**config.mk**
```make
export PLATFORM = sky130hd
export DESIGN_NAME = instr_queue_flat
export DESIGN_NICKNAME = d
export VERILOG_FILES = /design/src/rtl/instr_queue_if.sv /design/src/rtl/instr_queue.sv /design/src/flat_wrapper.sv
export SDC_FILE = /design/constraint.sdc
export NUM_CORES = 2
export LEC_CHECK = 0
export ABC_AREA = 1
export CAP_MARGIN = 20
export CORE_UTILIZATION = 40
export CTS_CLUSTER_DIAMETER = 150
export DETAILED_ROUTE_END_ITERATION = 10
export PLACE_DENSITY_LB_ADDON = 0.15
export SLEW_MARGIN = 20
export SYNTH_ARGS = -nofsm -noshare
export SYNTH_HDL_FRONTEND = slang
export SYNTH_SLANG_ARGS = --single-unit
```
**constraint.sdc**
```tcl
create_clock -name clk -period 4.5 [get_ports clk]
set_input_delay 1.125 -clock clk [delete_from_list [all_inputs] [get_ports clk]]
set_output_delay 1.125 -clock clk [all_outputs]
set_load 0.1 [all_outputs]
```
**src/rtl/instr_queue_if.sv**
```systemverilog
// Fetch-side bundle between the instruction queue, the reorder buffer,
// the instruction cache and the decoder.
interface instr_queue_if #(
  parameter int PcLength    = 31,
  parameter int InstrLength = 31
);
  logic                   is_ready_from_rob;
  logic                   is_exception_from_rob;
  logic [PcLength:0]      pc_from_rob;
  logic                   is_hit_from_ic;
  logic [PcLength:0]      pc_from_ic;
  logic [InstrLength:0]   instr_from_ic;
  logic                   is_fetch_to_ic;
  logic [PcLength:0]      pc_to_ic;
  logic                   is_empty_to_dc;
  logic [InstrLength:0]   instr_to_dc;
  logic [PcLength:0]      pc_to_dc;

  // Environment side: ROB/cache drive, cache/decoder observe
  modport master (
    output is_ready_from_rob, is_exception_from_rob, pc_from_rob,
    output is_hit_from_ic, pc_from_ic, instr_from_ic,
    input  is_fetch_to_ic, pc_to_ic,
    input  is_empty_to_dc, instr_to_dc, pc_to_dc
  );

  // Queue side
  modport slave (
    input  is_ready_from_rob, is_exception_from_rob, pc_from_rob,
    input  is_hit_from_ic, pc_from_ic, instr_from_ic,
    output is_fetch_to_ic, pc_to_ic,
    output is_empty_to_dc, instr_to_dc, pc_to_dc
  );
endinterface

```
**src/rtl/instr_queue.sv**
```systemverilog
// Instruction queue: issues sequential fetches to the I-cache, buffers the
// returned words in a circular FIFO and hands one per cycle to the decoder
// while the ROB has room. A ROB exception flushes everything and restarts
// fetch at the redirect PC.
module instr_queue #(
  parameter int QueueLength   = 16,
  parameter int PointerLength = 4,
  parameter int PcLength      = 31,
  parameter int InstrLength   = 31
) (
  input  logic          clk,
  input  logic          rst,
  input  logic          rdy,
  instr_queue_if.slave  bus
);

  localparam logic [PointerLength:0] FULL_COUNT = (PointerLength+1)'(QueueLength);
  localparam logic [PcLength:0]      PC_STEP    = (PcLength+1)'(4);

  logic [InstrLength:0]   instr_mem [QueueLength];
  logic [PcLength:0]      pc_mem    [QueueLength];

  logic [PointerLength-1:0] head;
  logic [PointerLength-1:0] tail;
  logic [PointerLength:0]   count;
  logic [PcLength:0]        fetch_pc;
  logic                     outstanding;

  logic                   is_fetch_q;
  logic [PcLength:0]      pc_to_ic_q;
  logic                   is_empty_q;
  logic [InstrLength:0]   instr_dc_q;
  logic [PcLength:0]      pc_dc_q;

  logic accept;
  logic issue;
  logic request;

  // Qualify the cache response, the decoder hand-off and a new fetch request
  always_comb begin
    accept  = bus.is_hit_from_ic && outstanding && (bus.pc_from_ic == fetch_pc);
    issue   = (count != '0) && bus.is_ready_from_rob;
    request = !outstanding && (count < FULL_COUNT);
  end

  // Pointers, occupancy, fetch tracking and all registered outputs
  always_ff @(posedge clk) begin
    if (rst) begin
      head        <= '0;
      tail        <= '0;
      count       <= '0;
      fetch_pc    <= '0;
      outstanding <= 1'b0;
      is_fetch_q  <= 1'b0;
      pc_to_ic_q  <= '0;
      is_empty_q  <= 1'b1;
      instr_dc_q  <= '0;
      pc_dc_q     <= '0;
    end else if (rdy) begin
      if (bus.is_exception_from_rob) begin
        // Flush: a response landing this cycle is dropped, fetch restarts next cycle
        head        <= '0;
        tail        <= '0;
        count       <= '0;
        fetch_pc    <= bus.pc_from_rob;
        outstanding <= 1'b0;
        is_empty_q  <= 1'b1;
        is_fetch_q  <= 1'b0;
      end else begin
        // Request and accept are mutually exclusive: one needs outstanding low, the other high
        is_fetch_q <= request;
        if (request) begin
          pc_to_ic_q  <= fetch_pc;
          outstanding <= 1'b1;
        end
        if (accept) begin
          tail        <= tail + 1'b1;
          fetch_pc    <= fetch_pc + PC_STEP;
          outstanding <= 1'b0;
        end

        if (issue) begin
          is_empty_q <= 1'b0;
          instr_dc_q <= instr_mem[head];
          pc_dc_q    <= pc_mem[head];
          head       <= head + 1'b1;
        end else begin
          is_empty_q <= 1'b1;
        end

        case ({accept, issue})
          2'b10:   count <= count + 1'b1;
          2'b01:   count <= count - 1'b1;
          default: count <= count;
        endcase
      end
    end
  end

  // FIFO storage: written at tail on an accepted response
  always_ff @(posedge clk) begin
    if (rst) begin
      for (int i = 0; i < QueueLength; i++) begin
        instr_mem[i] <= '0;
        pc_mem[i]    <= '0;
      end
    end else if (rdy && !bus.is_exception_from_rob && accept) begin
      instr_mem[tail] <= bus.instr_from_ic;
      pc_mem[tail]    <= fetch_pc;
    end
  end

  assign bus.is_fetch_to_ic = is_fetch_q;
  assign bus.pc_to_ic       = pc_to_ic_q;
  assign bus.is_empty_to_dc = is_empty_q;
  assign bus.instr_to_dc    = instr_dc_q;
  assign bus.pc_to_dc       = pc_dc_q;

endmodule

```
**src/flat_wrapper.sv**
```systemverilog
// flat-port wrapper written by rule: the top's interface ports become plain ports
module instr_queue_flat 
#(
  parameter int QueueLength   = 16,
  parameter int PointerLength = 4,
  parameter int PcLength      = 31,
  parameter int InstrLength   = 31
)
  (clk, rst, rdy, bus_is_ready_from_rob, bus_is_exception_from_rob, bus_pc_from_rob, bus_is_hit_from_ic, bus_pc_from_ic, bus_instr_from_ic, bus_is_fetch_to_ic, bus_pc_to_ic, bus_is_empty_to_dc, bus_instr_to_dc, bus_pc_to_dc);
  instr_queue_if #(.PcLength(PcLength), .InstrLength(InstrLength)) bus_i ();
  input  logic clk;
  input  logic rst;
  input  logic rdy;
  input wire logic [$bits(bus_i.is_ready_from_rob)-1:0] bus_is_ready_from_rob;
  input wire logic [$bits(bus_i.is_exception_from_rob)-1:0] bus_is_exception_from_rob;
  input wire logic [$bits(bus_i.pc_from_rob)-1:0] bus_pc_from_rob;
  input wire logic [$bits(bus_i.is_hit_from_ic)-1:0] bus_is_hit_from_ic;
  input wire logic [$bits(bus_i.pc_from_ic)-1:0] bus_pc_from_ic;
  input wire logic [$bits(bus_i.instr_from_ic)-1:0] bus_instr_from_ic;
  output wire logic [$bits(bus_i.is_fetch_to_ic)-1:0] bus_is_fetch_to_ic;
  output wire logic [$bits(bus_i.pc_to_ic)-1:0] bus_pc_to_ic;
  output wire logic [$bits(bus_i.is_empty_to_dc)-1:0] bus_is_empty_to_dc;
  output wire logic [$bits(bus_i.instr_to_dc)-1:0] bus_instr_to_dc;
  output wire logic [$bits(bus_i.pc_to_dc)-1:0] bus_pc_to_dc;
  assign bus_i.is_ready_from_rob = bus_is_ready_from_rob;
  assign bus_i.is_exception_from_rob = bus_is_exception_from_rob;
  assign bus_i.pc_from_rob = bus_pc_from_rob;
  assign bus_i.is_hit_from_ic = bus_is_hit_from_ic;
  assign bus_i.pc_from_ic = bus_pc_from_ic;
  assign bus_i.instr_from_ic = bus_instr_from_ic;
  assign bus_is_fetch_to_ic = bus_i.is_fetch_to_ic;
  assign bus_pc_to_ic = bus_i.pc_to_ic;
  assign bus_is_empty_to_dc = bus_i.is_empty_to_dc;
  assign bus_instr_to_dc = bus_i.instr_to_dc;
  assign bus_pc_to_dc = bus_i.pc_to_dc;
  instr_queue #(.QueueLength(QueueLength), .PointerLength(PointerLength), .PcLength(PcLength), .InstrLength(InstrLength)) u_core (.clk(clk), .rst(rst), .rdy(rdy), .bus(bus_i));
endmodule
```
Word-level counts from Yosys, hierarchy flattened
Memories as Yosys holds them, arrays and structs flattened. A register that Yosys moved wholly into a read port is not among the register bits.
Index checks and enable logic that the tools add are counted.
{ "totals": {"input_bits": 102, "out_inout_bits": 98, "memories": 2, "reg_bits": 80, "word_cells": 66, "ram_bits": 1024} }
{ "mem_list": {"columns": ["name", "depth", "width", "rd", "rd_ports_with_merged_regs", "wr", "line", "text"], "rows": [
  ["u_core.instr_mem", 16, 32, 1, 1, 16, "instr_queue.sv:20", "logic [InstrLength:0] instr_mem [QueueLength];"],
  ["u_core.pc_mem", 16, 32, 1, 1, 16, "instr_queue.sv:21", "logic [PcLength:0] pc_mem [QueueLength];"]
]} }
{ "classes": {"n_lt_le_gt_ge": 1, "muxes": 25, "eq_ne": 3, "addsub": 5, "bitwise_logic": 1, "reduce_logical": 21} }
{ "op_table": {"columns": ["cell", "n"], "rows": [
  ["$mux 32", 4],
  ["$reduce_or 32->1", 2],
  ["$add 32x3->32 const B", 1],
  ["$eq 32x32->1", 1],
  ["$mux 4", 6],
  ["$mux 1", 13],
  ["$pmux 5 s2", 1],
  ["$add 4x1->4 const B", 2],
  ["$reduce_and 2->1", 4],
  ["$logic_and 1x1->1", 6],
  ["$reduce_and 3->1", 2],
  ["$reduce_bool 3->1", 2],
  ["$add 5x1->5 const B", 1],
  ["$lt 5x5->1 const B", 1],
  ["$mux 5", 1],
  ["$reduce_bool 5->1", 1],
  ["$sub 5x1->5 const B", 1],
  ["$reduce_bool 2->1", 2],
  ["$eq 2x1->1 const B", 1],
  ["$eq 2x2->1 const B", 1],
  ["$logic_not 1->1", 2],
  ["$not 1->1", 1]
]} }

Logic depth before layout (Yosys ltp)
{ "logic_depth": {"depth_word": 8, "ltp_mapped": 22, "ltp_nobuf": 21} }

Worst setup path before layout
No wires, ideal clock.
{ "synth_timing": {"path_kind": "input-to-reg", "startpoint": "input bus_pc_from_ic[11]", "endpoint": "memory u_core.instr_mem[1][0] in the netlist's numbering, enable pin", "arrival_time_ps": 4034, "setup_slack_ps": 42, "required_ps": 4076, "setup_ps": 424, "stages": 12, "cell_sequence": "inv_1 nand2_1 nand4_1 or2_2 nor2_1 nand3_1 nor3_4 buf_6 nand4_1 buf_4 buf_6 nand2_1"} }
{ "synth_rtl": {"columns": ["element", "line", "text"], "rows": [
  ["start, declared", "flat_wrapper.sv:18", "input wire logic [$bits(bus_i.pc_from_ic)-1:0] bus_pc_from_ic;"],
  ["end, declared", "instr_queue.sv:20", null]
]} }

Worst setup path in the final report
{ "layout_timing": {"startpoint": "register u_core.pc_dc_q[1] (netlist: u_core.bus.pc_to_dc[1]), read port of u_core.pc_mem", "endpoint": "output bus_pc_to_dc[1]"} }
{ "layout_rtl": {"columns": ["element", "line", "text"], "rows": [
  ["start, declared", "instr_queue.sv:33", "logic [PcLength:0] pc_dc_q;"],
  ["end, declared", "flat_wrapper.sv:24", "output wire logic [$bits(bus_i.pc_to_dc)-1:0] bus_pc_to_dc;"]
]} }
No word-level cell between the ends.

==> out/metrics.cfg <==
[clock_network]
clockBufferDepth = 3
hold_buffers = 0
htreeDepth = 4
cts_sinks = 1168
cts_inserted_buffers = 132
cts_setup_buffers = 0
clockRootBuffer = clkbuf_16
cts_tree = done
post_cts_resized = 0
clk_pin_slew_worst_paths_ps = 60
clock_latency_ps = 770

[logic_synthesis]
ys_warn_count = 0
yosys.area_share.simple_pct = 17.1
synth_top_area_share_pct = 59.3
synth_most_common_cell = nor2_1
synth_compound_area_share_pct = 12.0
synth_area_leaders = edfxtp_1 (59%), nor2_1 (14%), dfxtp_1 (5.6%), o21ai_0 (5.6%), o32ai_1 (3.9%)
yosys.area_share.adder_pct = 0.256
synthXorXnorAreaFrac_pct = 0.490
synthesis.area_um2 = 51800
synthDistinctLibCells = 39
synth_flop_cell = edfxtp_1
synth_seq_cells = 1168
synth_top_family_by_area = simple AND/OR/NAND/NOR gates
yosysTopAreaCell = edfxtp_1
syn_avg_cell_area_um2 = 10.0
syn_inst = 5159
synth_edf_count = 1024
ys_top_cells_by_count = nor2_1 (1975), edfxtp_1 (1024), o21ai_0 (575), clkbuf_1 (341), o32ai_1 (232)
syn_nets = 5271
synthMuxAreaShare_pct = 0
ys_seq_area_share_pct = 64.9
async_reset_ff_share_pct = 0

[power]
p_leak_nw = 21.2
irDropWorstVdd_v = 0.000408
p_per_area_nw_per_um2 = 411

[setup_path]
r2r-end = u_core.instr_mem[7][29]$_SDFFCE_PN0P_
r2r_slack_ps = 1100
crit_chain = clkdlybuf4s50_1
cp_num_buf_inv = 1
crit_path_max_fanout = 2
cp.arrival_ps = 2390
r2r-start = u_core.fetch_pc[4]$_SDFFE_PP0P_
r2r_cells = 10
worstSetupPathType = flip-flop to output pin
worst_path_max_delay_cell = clkdlybuf4s50_1
required_ps = 3380
startpoint_type = flip-flop
worst_setup_path_end_kind = output pin
cpLargestDelayFamily = buffers and inverters
slowest_delay_ps = 1190

[die]
core_area_um2 = 128000
die-area_um2 = 131000
die_height_um = 362
start_util_pct = 40.5
ios = 200
num_rows = 131
die_w_um = 362

[detailed_routing]
wirelength_um = 174000
vias = 39400
first_pass_iters = 5
wire_per_inst_um = 24.8
remaining_drc_errors = 0
avgViaCountPerCell = 5.64
ant_nets = 0
initialDrtViolationCount = 4494

[grt]
grt_pass1_vias = 37500
grt_pass1_wl_um = 254000
grt_util_all_layers_pct = 26.2
antenna_found_initial = 8
overflow = 0
grt_max_degree = 165

[sta]
setup_tns_ps = 0
layout_setup_ws_ps = 990
finalWorstPathRequiredPeriod_ps = 3510
max_freq_ghz = 0.285
setup_viol = 0
finalMaxSlewViolations = 0
fin_worst_skew_ps = 32.8
min_period_over_period_pct = 78.0
final-hold-violation-count = 0
max_slew_margin_pct = 24.9
rsz0062_at_grt = false
worst_pin_slew_ps = 1120

[min_path]
hold_path_class = flip-flop to flip-flop
hold_depth = 2
hold_end = u_core.count[4]$_SDFFE_PP0P_
worstHoldStart = u_core.count[4]$_SDFFE_PP0P_

[job]
drv_cap = 0

[place]
io_buffers = 199
finalWeightedCongestion = 0.892
place_hpwl_um = 92700
pre_cts_ws_ps = 376

[final_layout]
fillers = 11800
multi_input_area_um2 = 15600
diodes = 0
ff_latch_area_um2 = 33600
syn2layout_area_growth_pct = 16.2
drive_gt1_share_pct = 7.20
finalNetCount = 5272

[run_status]
status = finished clean

## placed cells by master (no fill, tap or decap), drive strengths merged, types with 27 or more instances in the layout
cell | Yosys | layout
o21bai | 61 | 61
o22ai | 52 | 52
nor2 | 1989 | 1989
nand3 | 47 | 47
dfxtp | 144 | 144
nand4 | 30 | 30
edfxtp | 1024 | 1024
clkinv | 4 | 42
clkdlybuf4s50 | 0 | 199
a21oi | 53 | 53
clkbuf | 341 | 186
nand2 | 188 | 188
inv | 187 | 189
o32ai | 232 | 232
o211ai | 27 | 27
o21ai | 576 | 576
buf | 121 | 130
## per-stage QoR
step           total power [W]  util (%)  cells  area (um^2)  hold WS, ps
6_report                0.0248      47.1   6995        60200          483
5_1_grt                 0.0255      47.1   6995        60200          505
4_1_cts                 0.0249      47.1   6995        60200          481
3_5_place_dp            0.0142      43.7   6755        56000          457
3_3_place_gp            0.0142      43.7   6755        56000          453
2_1_floorplan           0.0135         -   5159        51800          458
## registers in the layout (all words and copies together) (netlist names)
signal / flops
u_core.instr_mem: 512
u_core.pc_mem: 512
u_core.bus.instr_to_dc: 32
u_core.bus.pc_to_dc: 32
u_core.bus.pc_to_ic: 32
u_core.fetch_pc: 32
u_core.count: 5
u_core.head: 4
u_core.tail: 4
u_core.bus.is_empty_to_dc: 1
u_core.bus.is_fetch_to_ic: 1
u_core.outstanding: 1
## layer usage
layer | GRT usage [%] | routed length, um | vias to the layer above
met5 | 0 | 52 | -
met4 | 7.85 | 4410 | 8
met3 | 4.87 | 14700 | 271
met2 | 40.4 | 78400 | 1738
met1 | 37.5 | 76000 | 19600
li1 | - | - | 17800
## tightest hold or removal path, delay by kind of cell (launching register included)
family	cells	cell delay [ps]
AO/OA/AOI/OAI	1	50
flip-flops	1	320
AND/OR/NAND/NOR	1	60
## power by group
part           switching (W)  total, W  internal (W)
Clock                0.00443    0.0108       0.00633
Combinational        0.00119   0.00163      0.000438
Sequential          0.000166    0.0124        0.0122
## logic make-up (layout without fill, tap and decap cells)
family / Yosys count / in the layout
AOI/OAI and AO/OA: 1007 / 1007
xor gates and xnor gates: 29 / 29
adders and majority gates: 10 / 10
buffers and inverters: 653 / 760
DFF: 1168 / 1168
and+or+nand+nor: 2292 / 2292
## worst max-delay path by stage
stage / startpoint / slack, ps / depth (start not counted) / to
2_1_floorplan: bus_pc_from_ic[11] / 40 / 12 / u_core.instr_mem[1][0]$_SDFFCE_PN0P_
3_3_place_gp: bus_pc_from_ic[31] / 350 / 22 / u_core.count[4]$_SDFFE_PP0P_
3_5_place_dp: bus_pc_from_ic[31] / 380 / 22 / u_core.count[4]$_SDFFE_PP0P_
4_1_cts: u_core.bus.pc_to_dc[10]$_SDFFE_PP0P_ / 930 / 1 / bus_pc_to_dc[10]
5_1_grt: u_core.fetch_pc[7]$_SDFFE_PP0P_ / 780 / 19 / u_core.count[4]$_SDFFE_PP0P_
6_report: u_core.bus.pc_to_dc[1]$_SDFFE_PP0P_ / 990 / 1 / bus_pc_to_dc[1]
## final cells by class
class	instances	share of cell area [%]
Timing Repair Buffer	329	6.28
Inverter	191	1.22
Clock buffer	186	6.24
Tap cell	1729	3.59
Sequential cell	1168	55.9
Clock inverter	54	0.825
Multi-Input combinational cell	3338	26.0
Power figures use the tool's default switching activity.
